===== config.mk =====
export PLATFORM = sky130hd
export DESIGN_NAME = pow_5_requester
export DESIGN_NICKNAME = d
export VERILOG_FILES = /design/src/rtl/pow_5_requester.sv
export SDC_FILE = /design/constraint.sdc
export NUM_CORES = 1
export LEC_CHECK = 0
export CORE_MARGIN = 1
export CORE_UTILIZATION = 43
export CTS_CLUSTER_DIAMETER = 80
export CTS_CLUSTER_SIZE = 40
export DETAILED_ROUTE_END_ITERATION = 7
export MAX_ROUTING_LAYER = met4
export PLACE_DENSITY = 0.85
export SYNTH_ARGS = -nofsm -noshare
export SYNTH_HDL_FRONTEND = slang
export SYNTH_SLANG_ARGS = --single-unit

===== constraint.sdc =====
create_clock -name clock -period 2.3 [get_ports clock]
set_clock_uncertainty 0.05 [all_clocks]
set_input_delay 0.46 -clock clock [delete_from_list [all_inputs] [get_ports clock]]
set_output_delay 0.46 -clock clock [all_outputs]
set_load 0.01 [all_outputs]

===== src/rtl/pow_5_requester.sv =====
// Initiator for the pow_5 unit's run/ready handshake: takes one operand from a
// valid/ready source, pulses run, waits (with timeout) for ready, then holds the response.
module pow_5_requester #(
    parameter int WIDTH   = 18,
    parameter int TIMEOUT = 31   // must be >= 1
) (
    input  logic             clock,
    input  logic             reset_n,
    input  logic             req_valid,
    input  logic [WIDTH-1:0] req_n,
    output logic             req_ready,
    output logic             run,
    output logic [WIDTH-1:0] n,
    input  logic             ready,
    input  logic [WIDTH-1:0] result,
    output logic             rsp_valid,
    output logic [WIDTH-1:0] rsp_result,
    output logic             rsp_error,
    input  logic             rsp_ready
);

    localparam int CNT_W = $clog2(TIMEOUT + 1);
    localparam logic [CNT_W-1:0] TIMEOUT_CNT = CNT_W'(TIMEOUT);

    typedef enum logic [1:0] {
        IDLE  = 2'd0,
        ISSUE = 2'd1,
        WAIT  = 2'd2,
        RESP  = 2'd3
    } state_t;

    state_t           state, state_nx;
    logic [CNT_W-1:0] cnt, cnt_nx;
    logic [WIDTH-1:0] n_nx;
    logic [WIDTH-1:0] rsp_result_nx;
    logic             rsp_error_nx;
    logic             req_ready_nx;

    always_comb begin
        state_nx      = state;
        cnt_nx        = cnt;
        n_nx          = n;
        rsp_result_nx = rsp_result;
        rsp_error_nx  = rsp_error;

        case (state)
            IDLE: begin
                if (req_valid && req_ready) begin
                    n_nx     = req_n;
                    cnt_nx   = '0;
                    state_nx = ISSUE;
                end
            end
            // The unit has not seen run yet, so any ready here cannot be ours.
            ISSUE: begin
                state_nx = WAIT;
            end
            WAIT: begin
                cnt_nx = cnt + CNT_W'(1);
                if (ready) begin
                    rsp_result_nx = result;
                    rsp_error_nx  = 1'b0;
                    state_nx      = RESP;
                end else if (cnt_nx == TIMEOUT_CNT) begin
                    rsp_result_nx = '0;
                    rsp_error_nx  = 1'b1;
                    state_nx      = RESP;
                end
            end
            RESP: begin
                if (rsp_ready) begin
                    state_nx = IDLE;
                end
            end
            default: begin
                state_nx = IDLE;
            end
        endcase

        // Registered so that req_ready stays low for the whole reset assertion.
        req_ready_nx = (state_nx == IDLE);
    end

    always_ff @(posedge clock or negedge reset_n) begin
        if (!reset_n) begin
            state      <= IDLE;
            cnt        <= '0;
            n          <= '0;
            rsp_result <= '0;
            rsp_error  <= 1'b0;
            req_ready  <= 1'b0;
        end else begin
            state      <= state_nx;
            cnt        <= cnt_nx;
            n          <= n_nx;
            rsp_result <= rsp_result_nx;
            rsp_error  <= rsp_error_nx;
            req_ready  <= req_ready_nx;
        end
    end

    assign run       = (state == ISSUE);
    assign rsp_valid = (state == RESP);

endmodule


==> metrics.md <==
| Metric | Value |
|---|---|
| Status | finished clean |
| Post-synthesis compound-gate area fraction | 0.0905 |
| Setup WS pre-CTS | approximately 0.4 ns |
| Cell type with the largest total area after synthesis | dfrtp_1 |
| Clock power share | 0.172 |
| Crit path DAT | roughly 1.6 ns |
| Max cap viols | 0 |
| Syn_nets | between 200 and 250 |
| Root Buffer | clkbuf_8 |
| Chip height | 68.1 um |
| Dpl hpwl | about 2900 um |
| Total global-route track usage | 0.193 |
| CP Class | flop to output port |
| Seq cells post-synth | 45 |
| Top cells by count, synth | 45 x dfrtp_1, 43 x nand2_1, 18 x mux2_2, 17 x o21ai_0 |
| CP Cell Sequence | nand2_1 -> inv_1 -> clkdlybuf4s50_1 |
| PostCTS Resize Cnt | 0 |
| Mean routed wirelength per cell | ~13 um |
| Synth unique cells | 30 |
| Final setup TNS | 0 ns |
| Starting density of the core | 0.460 |
| Number of flops mapped to enable cells by yosys | 0 |
| Critical Path Start | state[0] |
| Switching Share | 0.318 |
| Share of Yosys cell area claimed by the top area cell type | 0.599 |
| Worst Path Max Fanout | 7 |
| Largest stage delay on the critical path | 0.54 ns |
| Vias after detailed routing | 1498 |
| CTS clk-pin slew, worst paths | ~0.080 ns |
| Critical path's top delay family | buffers and inverters |
| Count leader, synth | dfrtp_1 |
| Final hold violation count | 0 |
| Worst reg2reg path depth | 6 |
| Async SR Flop Fraction | 1.00 |
| Vias in the first global route | about 1.4k |
| Post-synthesis xor/xnor area fraction | 0.0140 |
| Worst setup EP type | output port |
| Largest net degree at the start of global routing | 24 |
| Startpoint Class | flop |
| Core Rows | 23 |
| YS warnings | 0 |
| Combinational fraction of design power | 0.436 |
| Mapped Cells | ~170 |
| Beginning of the worst register-to-register path | cnt[1] |
| Mean Syn Cell Area | ~11 um2 |
| Worst Setup Slack, final | 0.191 ns |
| Post-synthesis mux area share | 0.108 |
| Min Hold Slack | roughly 0.070 ns |
| Die area | about 4600 um2 |
| Share of layout cells above drive strength 1 | 0.143 |
| Ant diodes | 0 |
| Port bufs | 80 |
| Pwr/cell area | 1240 nW/um2 |
| CTS sink cnt | 45 |
| Post-Synth Adder-Cell Area | 0.0133 |
| Drt drc | 0 |
| Post-CTS setup buffers | 0 |
| Minimum clock period | 2.11 ns |
| CTS tree | yes |
| Top_reg_cell synth | dfrtp_1 |
| RePlAce Congestion | between 0.7 and 0.8 |
| Fmax | around 470 MHz |
| Simple-gate share of the synthesized area | 0.144 |
| Sequential fraction of the synthesis area | 0.599 |
| Largest family of logic cells by synthesized area | simple AND/OR/NAND/NOR gates |
| Final period util | 0.917 |
| DRT iter0 DRCs | a little over 60 |
| Reg-to-reg endpoint | rsp_result[0] |
| Clock Path Buffers | 2 |
| Initial antenna violation count | 0 |
| Slew margin rel. | 0.664 |
| Flop pwr share | 0.392 |
| # setup viols final | 0 |
| Pleak | 0.00123 uW |
| Internal power | 2410 uW |
| Net count, final | 294 |
| Drt pass-1 iters | 4 |
| Area contributors post-synth | dfrtp_1 60%, mux2_2 11%, nand2_1 8.6% |
| Die X | 68.1 um |
| First-pass GRT wire length | roughly 6300 um |
| Sum of buffers and inverters on the critical path | 2 |
| Core area | a little over 4000 um2 |
| Vias/cell | a little under 5 |
| Worst Hold Class | input pin to async pin |
| Max-slew violation count | 0 |
| Sw Pwr | 1130 uW |
| Fillers | about 310 |
| H-tree levels | 2 |
| Tot Pwr | about 3500 uW |
| Mapped Area | roughly 1900 um2 |
| Final ANT Viol Nets | 0 |
| Area of the multi-input gates | between 600 and 700 um2 |
| Req. time, crit path | roughly 1.8 ns |
| Grt ovf | 0 |
| Setup slack on the worst flop-to-flop path | roughly 0.40 ns |
| Io pins | just over 80 |
| Clock Latency Late Sink | approximately 0.29 ns |
| Sequential cell area | 1130 um2 |
| RSZ-0062 raised after global routing | false |
| Crit-path slowest cell | clkdlybuf4s50_1 |
| CTS Hold Buffers Added | 0 |
| DRT Wirelength | around 4000 um |
| Worst-Margin Slew | roughly 0.50 ns |
| CTS Buf Count | 5 |
| Area delta synth->final | 51.9% |
| VDD IR max | a little over 600 uV |
## cells by family (layout without fill, tap and decap cells)
kind of cell    after synthesis  after routing
flops                        45             45
xor+xnor                      3              3
simple gates                 59             59
fa+ha+maj                     2              2
mux                          18             18
buf+inv                      10             95
compound gates               30             30
## how the worst max path moves through the flow
| stage | end | slack (ns) | depth (start not counted) |
|---|---|---|---|
| floorplan | state[0] | 0.76 | 6 |
| global placement | n[15] | 0.40 | 5 |
| detailed placement | n[6] | 0.40 | 5 |
| CTS | rsp_valid | 0.19 | 3 |
| global route | rsp_valid | 0.14 | 3 |
| finish | rsp_valid | 0.19 | 3 |
## stage by stage
| stage | instances | area [um2] | util |
|---|---|---|---|
| final | 302 | 2860 | 0.699 |
| after floorplan | 167 | 1880 | - |
| after global placement | 294 | 2740 | 0.670 |
| after global routing | 302 | 2860 | 0.699 |
| after detailed placement | 294 | 2740 | 0.670 |
| after CTS | 302 | 2860 | 0.699 |
## layout by cell type (no fill, tap or decap), types with 4 or more instances in the layout
cell	synthesis	routed
nand2_1	43	43
o21ai_0	17	17
clkbuf_8	0	6
mux2_2	18	18
o21ai_1	4	4
o22ai_1	4	4
clkdlybuf4s50_1	0	79
buf_4	3	4
dfrtp_1	45	45
## worst reg2reg max path: cells and delay by family (launching register included)
family          cells  cell delay (ns)
compound gates      2             0.47
xor+xnor            1             0.18
fa+ha+maj           1             0.26
buf+inv             1             0.26
flops               1             0.44
simple gates        1             0.10
## area by class of cell
cell class	count	share of cell area
Clock buffer	6	0.0289
Clock inverter	2	0.0131
Inverter	2	0.00263
Multi-Input combinational cell	112	0.243
Sequential cell	45	0.394
Tap cell	50	0.0219
Timing Repair Buffer	85	0.296
## flip-flops by register name (all words and copies together) (netlist names)
name,cells
cnt,5
n,18
req_ready,1
rsp_error,1
rsp_result,18
state,2
## routing by layer
metal,wire (um),part of all wire,vias up,GRT usage
met5,0,0,-,-
met1,1610,0.41,705,0.214
met2,1930,0.49,60,0.305
met3,334,0.085,7,0.0733
li1,-,-,726,-
met4,54,0.014,0,0.0885
## power by group through the flow
stage          sequential, uW  combinational (uW)  clock, uW
2_1_floorplan            1530                 581          0
3_3_place_gp             1400                1510          0
3_5_place_dp             1400                1560          0
4_1_cts                  1390                1570        629
5_1_grt                  1440                1700        660
6_report                 1390                1540        609
(Power assumes the default switching activity.)
